### config.mk
export PLATFORM = sky130hd
export DESIGN_NAME = control_unit
export DESIGN_NICKNAME = d
export VERILOG_FILES = /design/src/rtl/control_unit.sv
export SDC_FILE = /design/constraint.sdc
export NUM_CORES = 1
export LEC_CHECK = 0
export BUFFER_PORTS_ARGS = -buffer_cell sky130_fd_sc_hd__buf_2
export CAP_MARGIN = 20
export CORE_ASPECT_RATIO = 1.25
export CORE_MARGIN = 2
export CORE_UTILIZATION = 49
export DETAILED_ROUTE_END_ITERATION = 16
export PLACE_DENSITY = 0.82
export REMOVE_ABC_BUFFERS = 1
export SYNTH_ARGS = -nofsm -noshare
export SYNTH_HDL_FRONTEND = slang
export SYNTH_SLANG_ARGS = --single-unit
### constraint.sdc
create_clock -name clk -period 2.1 [get_ports clk]
set_input_delay 0.105 -clock clk [delete_from_list [all_inputs] [get_ports clk]]
set_output_delay 0.105 -clock clk [all_outputs]
set_load 0.005 [all_outputs]
### src/rtl/control_unit.sv
// K&S 16-bit processor multi-cycle control FSM.
// Drives data_path strobes and counts retired instructions.
package k_and_s_pkg;

  typedef enum logic [3:0] {
    I_NOP    = 4'd0,
    I_LOAD   = 4'd1,
    I_STORE  = 4'd2,
    I_MOVE   = 4'd3,
    I_ADD    = 4'd4,
    I_SUB    = 4'd5,
    I_AND    = 4'd6,
    I_OR     = 4'd7,
    I_BRANCH = 4'd8,
    I_BZERO  = 4'd9,
    I_BNZERO = 4'd10,
    I_BNEG   = 4'd11,
    I_BNNEG  = 4'd12,
    I_HALT   = 4'd13
  } decoded_instruction_type;

  localparam logic [1:0] ALU_OR  = 2'b00;
  localparam logic [1:0] ALU_ADD = 2'b01;
  localparam logic [1:0] ALU_SUB = 2'b10;
  localparam logic [1:0] ALU_AND = 2'b11;

endpackage

module control_unit
  import k_and_s_pkg::*;
#(
  parameter int RETIRED_W = 16
) (
  input  logic                    clk,
  input  logic                    rst,
  input  decoded_instruction_type decoded_instruction,
  input  logic                    zero_op,
  input  logic                    neg_op,
  input  logic                    unsigned_overflow,
  input  logic                    signed_overflow,
  output logic                    branch,
  output logic                    pc_enable,
  output logic                    ir_enable,
  output logic                    addr_sel,
  output logic                    c_sel,
  output logic [1:0]              operation,
  output logic                    write_reg_enable,
  output logic                    flags_reg_enable,
  output logic                    ram_write_enable,
  output logic                    halt,
  output logic [RETIRED_W-1:0]    retired_count
);

  typedef enum logic [2:0] {
    INIT    = 3'd0,
    FETCH   = 3'd1,
    DECODE  = 3'd2,
    EXECUTE = 3'd3,
    HALTED  = 3'd4
  } state_t;

  state_t state, next_state;
  logic   take_branch;
  logic   unused_flags;

  assign unused_flags = unsigned_overflow ^ signed_overflow;

  always_ff @(posedge clk or posedge rst) begin
    if (rst) state <= INIT;
    else     state <= next_state;
  end

  // Saturating: every instruction leaving EXECUTE retires, HALT included.
  always_ff @(posedge clk or posedge rst) begin
    if (rst) begin
      retired_count <= '0;
    end else if (state == EXECUTE && retired_count != '1) begin
      retired_count <= retired_count + RETIRED_W'(1);
    end
  end

  always_comb begin
    take_branch = 1'b0;
    unique case (decoded_instruction)
      I_BRANCH: take_branch = 1'b1;
      I_BZERO:  take_branch = zero_op;
      I_BNZERO: take_branch = ~zero_op;
      I_BNEG:   take_branch = neg_op;
      I_BNNEG:  take_branch = ~neg_op;
      default:  take_branch = 1'b0;
    endcase
  end

  always_comb begin
    next_state       = state;
    branch           = 1'b0;
    pc_enable        = 1'b0;
    ir_enable        = 1'b0;
    addr_sel         = 1'b0;
    c_sel            = 1'b0;
    operation        = ALU_OR;
    write_reg_enable = 1'b0;
    flags_reg_enable = 1'b0;
    ram_write_enable = 1'b0;
    halt             = 1'b0;
    unique case (state)
      INIT: begin
        next_state = FETCH;
      end
      FETCH: begin
        ir_enable  = 1'b1;
        pc_enable  = 1'b1;
        next_state = DECODE;
      end
      DECODE: begin
        next_state = EXECUTE;
      end
      EXECUTE: begin
        next_state = FETCH;
        unique case (decoded_instruction)
          I_LOAD: begin
            addr_sel         = 1'b1;
            c_sel            = 1'b1;
            write_reg_enable = 1'b1;
          end
          I_STORE: begin
            addr_sel         = 1'b1;
            ram_write_enable = 1'b1;
          end
          I_ADD, I_SUB, I_AND, I_OR: begin
            write_reg_enable = 1'b1;
            flags_reg_enable = 1'b1;
            unique case (decoded_instruction)
              I_ADD:   operation = ALU_ADD;
              I_SUB:   operation = ALU_SUB;
              I_AND:   operation = ALU_AND;
              default: operation = ALU_OR;
            endcase
          end
          I_MOVE: begin
            operation        = ALU_OR;
            write_reg_enable = 1'b1;
          end
          I_BRANCH, I_BZERO, I_BNZERO, I_BNEG, I_BNNEG: begin
            branch    = take_branch;
            pc_enable = take_branch;
          end
          I_HALT: begin
            next_state = HALTED;
          end
          default: ;
        endcase
      end
      HALTED: begin
        halt = 1'b1;
      end
      default: begin
        next_state = INIT;
      end
    endcase
  end

endmodule

# Word-level counts from Yosys, hierarchy flattened
# Cells that the tools add are included.
# word_totals
inputBits,10
out_inout_bits,27
elab_cells,50
register_bits,19
# op_classes
n_mux,21
n_bitwise,2
n_reduce_logical,6
addsub,1
n_eq_ne,18
# ops
operator,count
$eq A4 B4 Y1 const B,6
$add A16 B1 Y16 const B,1
$eq A4 B3 Y1 const B,4
$ne A16 B16 Y1 const B,1
$pmux W3 S5,1
$mux W1,14
$eq A4 B2 Y1 const B,2
$eq A3 B2 Y1 const B,2
$pmux W2 S3,1
$reduce_or A6 Y1,1
$pmux W1 S5,1
$reduce_or A5 Y1,1
$eq A4 B1 Y1 const B,1
$mux W2,2
$reduce_or A4 Y1,1
$eq A3 B1 Y1 const B,1
$eq A3 B3 Y1 const B,1
$logic_not A3 Y1,1
$mux W3,1
$not A1 Y1,2
$pmux W1 S2,1
$reduce_or A2 Y1,1
$logic_and A1 B1 Y1,1

# Longest topological paths before layout
# Gate-level depths: netlist of the first run.
# depth
word_depth,4
mapped_depth,5
mapped_depth_nobuf,5

# Worst setup path after synthesis of the first run
# OpenSTA, ideal clock, no wires.
# synth_path
kind,register to register
startpoint,reg retired_count[0]
endpoint,reg retired_count[1]
path_slack_ns,0.367
stages_incl_launch_ff,6
t_arrival_ns,1.608
path_cell_list,dfrtp_1 ha_1 nand3_2 nor4_4 nor2_2 mux2_4
# synth_via
elab_chain_cells,2
# synth_lines
item,line_no,rtl
start: declaration,51,output logic [RETIRED_W-1:0] retired_count
start signal: assignment,78,retired_count <= retired_count + RETIRED_W'(1);
"parallel branches: the longest is 2 deep, another holds $add A16 B1 Y16",--,
# Several ways; the timed one is not identified.
# A chain may end at the register's enable or synchronous reset.

# Worst setup path in the final report of the first run
# Same ends and word-level chain as after synthesis.

==> results of run 1 <==
==> cell type report <==
| type | instances | area share |
|---|---|---|
| clock buffers | 4 | 0.0201 |
| repair buffers | 36 | 0.143 |
| multi-input cells | 79 | 0.445 |
| flip-flops and latches | 19 | 0.363 |
| inverters | 3 | 0.00860 |
| well taps | 21 | 0.0201 |
==> routing by layer <==
metal | share of wire | vias to the layer above | GRT usage
met5 | 0 | - | 0
met4 | 0.020 | 0 | 0.0898
met3 | 0.045 | 6 | 0.0322
met2 | 0.50 | 36 | 0.327
met1 | 0.43 | 443 | 0.254
li1 | - | 449 | -
==> registers in the layout (all words and copies together) (netlist names) <==
name,cells
retired_count,16
state,3
==> where the power goes <==
part	total (µW)	switching, µW	internal [µW]	leakage (µW)
registers	556	115	442	0.000250
clock network	186	112	74.0	0.0000150
logic	453	232	221	0.000451
==> repair_timing <==
item | in CTS | in global routing
hold endpoints to repair | 19 | 0
buffers inserted | 0 | 0
hold buffers | 1 | 0
==> cell families after synthesis <==
kind of cell | count (synthesis) | synth area share
AND/OR/NAND/NOR | 54 | 0.329
flip-flops | 19 | 0.440
XOR/XNOR | 14 | 0.114
AO/OA/AOI/OAI | 6 | 0.0406
buffers and inverters | 5 | 0.0197
multiplexers | 4 | 0.0452
adder cells (fa/ha/maj) | 1 | 0.0116
==> synth_stat cells (all sizes together) (3+ instances only) <==
| master | n | area [µm²] |
|---|---|---|
| xor2 | 9 | 78.8 |
| nor2 | 11 | 43.8 |
| nand3 | 7 | 40.0 |
| dfrtp | 19 | 475 |
| nand2 | 7 | 26.3 |
| inv | 3 | 11.3 |
| mux2 | 4 | 48.8 |
| nand4 | 5 | 52.6 |
| nor4 | 6 | 58.8 |
| nand2b | 3 | 18.8 |
| xnor2 | 5 | 43.8 |
==> metrics by stage <==
stage                     cell area (µm²)   util
after floorplan                      1070      -
after CTS                            1310  0.612
after global placement               1270  0.595
after detailed placement             1270  0.595
after global routing                 1310  0.612
final                                1310  0.612
==> how the worst max path moves through the flow <==
stage                  endpoint  slack, ns  cells after the start
2_1_floorplan  retired_count[1]       0.37                      5
5_1_grt        retired_count[1]       0.03                      5
6_report       retired_count[1]       0.15                      5
4_1_cts        retired_count[1]       0.16                      5
3_5_place_dp   retired_count[1]       0.18                      5
3_3_place_gp   retired_count[1]       0.25                      5
==> worst max-delay path: cells and delay by family, from the launching register on <==
family	cells	cell delay [ns]
flip-flops	1	0.44
adder cells (fa/ha/maj)	1	0.21
multiplexers	1	0.32
AND/OR/NAND/NOR	3	0.87
==> impl_metrics.csv, run 1 <==
group,metric,value,unit
clock_network,cts.clk_slew.worst_paths,0.11,ns
setup_path,cp_max_fo,10,
pwr,powerDensity,913,mW/mm²
setup_path,startpoint_type,"flip-flop",
pwr,total_power,1200,µW
floorplan,core,0.00214,mm²
drt,routedWlPerCell,13.9,µm
floorplan,dieArea,0.00260,mm²
timing,worst_slack,0.147,ns
setup_path,cp.required,2.29,ns
setup_path,slowest_stage,"nor4_4",
synthesis,synth.avg_cell_area,10.5,µm²
min_path,hp-start,"decoded_instruction[3]",
cells_and_area,multi_input_area,583,µm²
global_route,track_usage,0.202,
setup_path,crit_start,"retired_count[0]",
placement,dp_cells,157,
placement,dp_hpwl,1750,µm
placement,gp_congestion,0.790,
cells_and_area,nNetsFinal,153,
clock_network,clock_sinks,19,
synthesis,ys_ff_latch,19,
cells_and_area,seq_area,475,µm²
cells_and_area,areaGrowthSynthToFinish,21.3,%
setup_path,critPathKind,"flip-flop to flip-flop",
timing,drv_slew,0,
global_route,overflow,0,
timing,min_period,1.95,ns
flow_run,maxCapViolCount,0,
drt,drt_wl_total,2250,µm
placement,io_buffers,34,
status,status,"complete, no violations",
drt,initialDrtViolationCount,18,
timing,slew_headroom,0.525,
min_path,hold_path_depth,3,
cells_and_area,final_cell_mix,"34 x buf_2, 19 x dfrtp_1, 10 x nor2_1",
clock_network,clockRootBuffer,"clkbuf_4",
synthesis,synth_cells,103,
drt,drt-vias-per-instance,5.77,
timing,tns,0,ns
timing,skew,0.00495,ns
setup_path,slowest_delay,0.59,ns
pwr,vdd_drop_max,0.616,mV
floorplan,rows,19,
timing,setup_viol,0,
floorplan,die-height,56.5,µm
synthesis,synth_cell_types,35,
min_path,holdPathEnd,"state[2]",
drt,antenna_left,0,
setup_path,crit_chain,"ha_1 -> nand3_2 -> nor4_4 -> nor2_2 -> mux2_4",
placement,post-place-ws,0.182,ns
synthesis,netlist_area,0.00108,mm²
clock_network,cts_tree,"done",
drt,drc,0,
drt,first_pass_iters,4,
floorplan,initial_core_util,0.505,
setup_path,worstRegToRegCells,5,
timing,worst_pin_slew,0.711,ns
floorplan,die_w,46.0,µm
timing,fin_crit_sh,0.930,
synthesis,synth-edff-count,0,
setup_path,cp-end-kind,"flip-flop",
setup_path,rr_endpoint,"retired_count[1]",
timing,hold_slack,0.146,ns
min_path,hold_class,"input port to flip-flop",
synthesis,yosys_warnings,0,
clock_network,clock_latency,0.30,ns
global_route,grt_pass1_vias,899,
setup_path,rr_startpoint,"retired_count[0]",
timing,hold_violations,0,
setup_path,worstPathArrival,2.14,ns
clock_network,clk_path_buf_depth,2,
timing,fmax,0.512,GHz
pwr,leakage,0.000715,µW
synthesis,seq_area_frac_synth,0.440,
cells_and_area,fin_cells,162,
drt,vias,934,
cells_and_area,layout_commonest_cell,"buf_2",
synthesis,ys_async_sr_fraction,1.00,
global_route,grt_pass1_wl,3930,µm
clock_network,htree_levels,1,
timing,rsz0062_at_grt,"false",
global_route,grt_max_degree,20,
synthesis,synth_ff_type,"dfrtp_1",
cells_and_area,antenna_cells,0,
floorplan,io_pins,37,
setup_path,reg2reg_setup_slack,0.15,ns
global_route,antenna_found_initial,0,
cells_and_area,drive_above_1_share,0.362,
cells_and_area,n_fill_cell,197,
clock_network,cts_made_buffers,3,
clock_network,cts_resized,0,
(Power assumes the default switching activity.)
==> inputs of run 2 (changes only) <==
Settings changed: CORE_MARGIN 2 to unset.
==> impl_metrics.csv, run 2 (synthesized netlist as in run 1, its figures left out) <==
group,metric,value,unit
cells_and_area,final_cell_mix,"34 x buf_2, 19 x dfrtp_1, 10 x nor2_1",
timing,hold_violations,0,
setup_path,cp.required,2.30,ns
clock_network,clockRootBuffer,"clkbuf_4",
global_route,grt_pass1_vias,893,
pwr,vdd_drop_max,0.817,mV
floorplan,die-height,54.5,µm
timing,worst_slack,0.169,ns
cells_and_area,regMostFlops,"retired_count",
timing,worst_pin_slew,0.724,ns
placement,dp_hpwl,1640,µm
pwr,leakage,0.000715,µW
min_path,holdPathEnd,"state[2]",
drt,drt-vias-per-instance,5.71,
setup_path,slowest_stage,"nor4_4",
cells_and_area,largest_reg_flops,16,
cells_and_area,drive_above_1_share,0.362,
cells_and_area,finish.utilization,0.646,
drt,drt_wl_total,2150,µm
min_path,hold_class,"input port to flip-flop",
flow_run,maxCapViolCount,0,
timing,slew_headroom,0.517,
placement,gp_congestion,0.811,
setup_path,worstPathArrival,2.13,ns
setup_path,critPathKind,"flip-flop to flip-flop",
global_route,grt_max_degree,20,
floorplan,rows,18,
timing,fmax,0.518,GHz
floorplan,die_w,44.0,µm
cells_and_area,layout_commonest_cell,"buf_2",
clock_network,cts_made_buffers,3,
pwr,power.share.switching,0.385,
min_path,hp-start,"decoded_instruction[3]",
clock_network,clk_path_buf_depth,2,
floorplan,initial_core_util,0.533,
timing,tns,0,ns
drt,initialDrtViolationCount,8,
floorplan,io_pins,37,
drt,dr_wl_met3,99,µm
setup_path,cp_max_fo,10,
clock_network,post_cts_buffers,0,
setup_path,rr_startpoint,"retired_count[0]",
floorplan,core,0.00203,mm²
pwr,powerDensity,915,mW/mm²
drt,met2RoutedLength,1030,µm
setup_path,slowest_delay,0.55,ns
setup_path,reg2reg_setup_slack,0.17,ns
min_path,hold_path_depth,3,
global_route,overflow,0,
drt,top_layer_used,"met4",
drt,antenna_left,0,
setup_path,rr_endpoint,"retired_count[1]",
drt,drc,0,
drt,routedWlPerCell,13.4,µm
timing,setup_viol,0,
setup_path,cp-end-kind,"flip-flop",
cells_and_area,antenna_cells,0,
timing,rsz0062_at_grt,"false",
clock_network,cts_hold_buf,1,
cells_and_area,reg_top3,"retired_count: 16 flops, state: 3 flops",
setup_path,worstRegToRegCells,5,
setup_path,crit_chain,"ha_1 -> nand3_2 -> nor4_4 -> nor2_2 -> mux2_4",
setup_path,startpoint_type,"flip-flop",
clock_network,cts_tree,"done",
global_route,antenna_found_initial,0,
clock_network,htree_levels,1,
cells_and_area,nNetsFinal,153,
placement,io_buffers,34,
global_route,grt_pass1_wl,3780,µm
floorplan,dieArea,0.00240,mm²
cells_and_area,areaGrowthSynthToFinish,21.2,%
timing,skew,0.00531,ns
drt,wl_met1,966,µm
clock_network,cts_resized,0,
status,status,"complete, no violations",
pwr,combPwrFrac,0.374,
timing,min_period,1.93,ns
pwr,p_int,736,µW
drt,vias,919,
drt,first_pass_iters,6,
pwr,p_seq_frac,0.468,
timing,drv_slew,0,
pwr,clkPwrFrac,0.158,
clock_network,cts.clk_slew.worst_paths,0.11,ns
cells_and_area,n_fill_cell,182,
clock_network,clock_latency,0.30,ns
pwr,netSwitchingPower,461,µW
timing,fin_crit_sh,0.920,
clock_network,clock_sinks,19,
placement,post-place-ws,0.198,ns
global_route,track_usage,0.217,
## run 2: critical path, delay by kind of cell (launching register included)
| family | cells | cell delay, ns |
|---|---|---|
| adders and majority gates | 1 | 0.21 |
| DFF | 1 | 0.45 |
| muxes | 1 | 0.32 |
| and+or+nand+nor | 3 | 0.84 |
## run 2: power groups by stage
stage / Clock, µW / Combinational, µW / Sequential (µW)
6_report: 189 / 448 / 560
3_5_place_dp: 0 / 448 / 565
4_1_cts: 194 / 452 / 559
2_1_floorplan: 0 / 274 / 550
3_3_place_gp: 0 / 433 / 555
5_1_grt: 205 / 494 / 574
## run 2: area by class of cell
| type | count | area (µm²) | share of cell area |
|---|---|---|---|
| sequential | 19 | 475 | 0.363 |
| tap | 20 | 25.0 | 0.0191 |
| multi-input combinational | 79 | 583 | 0.446 |
| inverter | 3 | 11.3 | 0.00860 |
| timing repair buffer | 36 | 188 | 0.143 |
| clock buffer | 4 | 26.3 | 0.0201 |
## run 2: per-layer routing
metal  track usage  vias up
li1              -      443
met1         0.253      432
met2         0.386       40
met3        0.0198        4
met4         0.136        0
met5             0        -
## run 2: worst max path at each step
stage | from | to | cells after the start
floorplan | retired_count[0] | retired_count[1] | 5
global placement | retired_count[0] | retired_count[1] | 5
detailed placement | retired_count[0] | retired_count[1] | 5
CTS | retired_count[0] | retired_count[1] | 5
global route | retired_count[0] | retired_count[1] | 5
finish | retired_count[0] | retired_count[1] | 5
## run 2: per-stage QoR
stage	instances	total power (µW)	hold slack, ns	cell area [µm²]
2_1_floorplan	101	824	0.0561	1070
3_3_place_gp	156	988	0.250	1270
3_5_place_dp	156	1010	0.260	1270
4_1_cts	161	1200	0.138	1310
5_1_grt	161	1270	0.137	1310
6_report	161	1200	0.139	1310
==> inputs of run 3 (changes only) <==
Settings changed: ABC_AREA set to 1, CORE_UTILIZATION 49 to 50, MAX_ROUTING_LAYER set to met4, PLACE_DENSITY 0.82 to 0.81.
==> impl_metrics.csv, run 3 <==
group,metric,value,unit
synthesis,synth_compound_area_frac,0.0669,
pwr,p_int,684,µW
synthesis,synthTopCellsByArea,"dfrtp_1 37%, nand2_1 25%, nor2_1 8.3%",
floorplan,rows,20,
synthesis,synth_xor_area_frac,0.0413,
timing,min_period,1.85,ns
setup_path,cp_max_fo,17,
drt,antenna_left,0,
drt,routedWlPerCell,10.4,µm
placement,io_buffers,34,
setup_path,cp.required,2.26,ns
cells_and_area,reg_top3,"retired_count: 16 flops, state: 3 flops",
pwr,clkPwrFrac,0.156,
drt,drt_wl_total,2750,µm
floorplan,die_w,47.1,µm
synthesis,synth_area_leader_cell,"dfrtp_1",
setup_path,slowest_delay,0.45,ns
clock_network,cts_made_buffers,3,
pwr,combPwrFrac,0.417,
cells_and_area,multi_input_area,691,µm²
drt,drc,0,
cells_and_area,final_cell_area,0.00150,mm²
setup_path,cp-end-kind,"flip-flop",
placement,dp_cells,260,
timing,fin_crit_sh,0.883,
synthesis,synth_cell_types,21,
setup_path,path_delay_family,"compound AO/OA/AOI/OAI gates",
drt,vias,1315,
drt,first_pass_iters,4,
setup_path,slowest_stage,"dfrtp_1",
synthesis,netlist_area,0.00127,mm²
pwr,netSwitchingPower,486,µW
timing,setup_viol,0,
clock_network,cts_tree,"done",
setup_path,worstPathArrival,2.01,ns
synthesis,post-synth-top-count-cell,"nand2_1",
placement,gp_congestion,0.885,
timing,slew_headroom,0.513,
clock_network,clock_sinks,19,
timing,rsz0062_at_grt,"false",
cells_and_area,drive_above_1_share,0.190,
placement,placed_cell_area,0.00147,mm²
floorplan,io_pins,37,
cells_and_area,n_fill_cell,258,
pwr,power.share.switching,0.416,
synthesis,ys_async_sr_fraction,1.00,
floorplan,die-height,58.4,µm
synthesis,synth_ff_type,"dfrtp_1",
floorplan,core,0.00243,mm²
floorplan,dieArea,0.00275,mm²
synthesis,synthSimpleGateAreaFrac,0.425,
cells_and_area,fin_cells,265,
pwr,vdd_drop_max,0.546,mV
synthesis,synth_top_area_share,0.374,
drt,initialDrtViolationCount,24,
clock_network,clock_latency,0.29,ns
cells_and_area,seq_area,475,µm²
min_path,hold_class,"input port to flip-flop",
global_route,antenna_found_initial,0,
synthesis,yosys_warnings,0,
setup_path,startpoint_type,"flip-flop",
synthesis,synth_cells,194,
timing,worst_pin_slew,0.730,ns
placement,dp_hpwl,2080,µm
drt,drt-vias-per-instance,4.96,
synthesis,seq_area_frac_synth,0.374,
cells_and_area,finish.utilization,0.620,
setup_path,critPathKind,"flip-flop to flip-flop",
timing,tns,0,ns
setup_path,worst-path-buf-inv,0,
clock_network,clockRootBuffer,"clkbuf_4",
cells_and_area,antenna_cells,0,
clock_network,clk_path_buf_depth,2,
pwr,powerDensity,778,mW/mm²
pwr,leakage,0.000828,µW
timing,skew,0.00112,ns
synthesis,synth-adder-area-share,0.00984,
cells_and_area,areaGrowthSynthToFinish,18.3,%
clock_network,cts.clk_slew.worst_paths,0.10,ns
synthesis,synth.avg_cell_area,6.55,µm²
cells_and_area,final_cell_mix,"84 x nand2_1, 34 x buf_2, 28 x nor2_1",
floorplan,initial_core_util,0.524,
cells_and_area,nNetsFinal,244,
timing,drv_slew,0,
global_route,overflow,0,
status,status,"complete, no violations",
timing,hold_violations,0,
global_route,grt_pass1_vias,1099,
clock_network,htree_levels,1,
cells_and_area,largest_reg_flops,16,
global_route,grt_pass1_wl,4530,µm
synthesis,synth_mux_area_frac,0,
pwr,p_seq_frac,0.427,
cells_and_area,layout_commonest_cell,"nand2_1",
cells_and_area,regMostFlops,"retired_count",
clock_network,post_cts_buffers,0,
synthesis,synth_top_family_by_area,"simple AND/OR/NAND/NOR gates",
timing,fmax,0.539,GHz
timing,hold_slack,0.142,ns
setup_path,crit_chain,"ha_1 -> nand3_2 -> nor2_4 -> nand2_4 -> o21ai_4 -> o21ai_0",
global_route,grt_max_degree,20,
synthesis,synthTopCellsByCount,"84 x nand2_1, 28 x nor2_1, 22 x inv_1, 19 x dfrtp_1, 9 x o21ai_0",
flow_run,maxCapViolCount,0,
global_route,track_usage,0.234,
synthesis,ys_ff_latch,19,
synthesis,synth-edff-count,0,
[run 3: cell types whose count changed in the layout (fill, tap and decap cells not counted), moves of 3 or more]
cell / previous run / this run
mux2_2: 3 / 0
xor2_1: 9 / 1
o21ai_0: 0 / 9
inv_1: 3 / 22
nand2_1: 7 / 84
nand2b_1: 3 / 0
nor2_1: 10 / 28
nand4_1: 3 / 6
nand3_1: 6 / 3
nor4_1: 4 / 0
[run 3: timing repair]
item	in CTS	in global routing
resized for setup	0	0
hold buffers	1	0
endpoints found under the hold margin	19	0
[run 3: tightest hold or removal path, stage by stage]
cell and delay [ns]:
buf_2 0.11, nand4_1 0.11, o22ai_1 0.07
[run 3: cells by family (layout without fill, tap and decap cells)]
kind of cell,count (synthesis),in the layout
adder cells (fa/ha/maj),1,1
buffers and inverters,24,62
flip-flops,19,19
AND/OR/NAND/NOR,130,130
AO/OA/AOI/OAI,14,14
XOR/XNOR,6,6
[run 3: final timing paths]
path	from	slack, ns	endpoint	cells past startpoint
worst max register to register	retired_count[0]	0.25	retired_count[6]	6
min in group asynchronous	rst	0.47	state[2]	3
worst max-delay path	retired_count[0]	0.25	retired_count[6]	6
worst min register to register	state[2]	0.49	state[0]	1
max in group asynchronous	rst	1.18	retired_count[1]	3
worst min-delay path	decoded_instruction[2]	0.14	state[2]	3
[run 3: area by class of cell]
cell class / instances / share of cell area
clock buffers: 4 / 0.0175
inverters: 22 / 0.0549
multi-input cells: 151 / 0.459
flip-flops and latches: 19 / 0.316
well taps: 33 / 0.0275
repair buffers: 36 / 0.125
[run 3: through the flow]
stage	power [µW]	setup WS, ns
after detailed placement	999	0.265
after floorplan	813	0.558
after global routing	1280	0.0499
final	1170	0.246
after CTS	1190	0.231
after global placement	993	0.311
[run 3: power groups by stage]
stage                     registers (µW)  logic, µW  clock network, µW
final                                499        488                183
after global routing                 511        571                203
after CTS                            500        496                193
after detailed placement             507        492                  0
after global placement               504        488                  0
after floorplan                      497        316                  0
[run 3: layer usage]
layer	vias up	GRT usage	wire (µm)
met1	591	0.267	1200
met4	0	0.0939	20
met5	-	-	0
met3	2	0.0184	123
li1	677	-	-
met2	45	0.409	1410
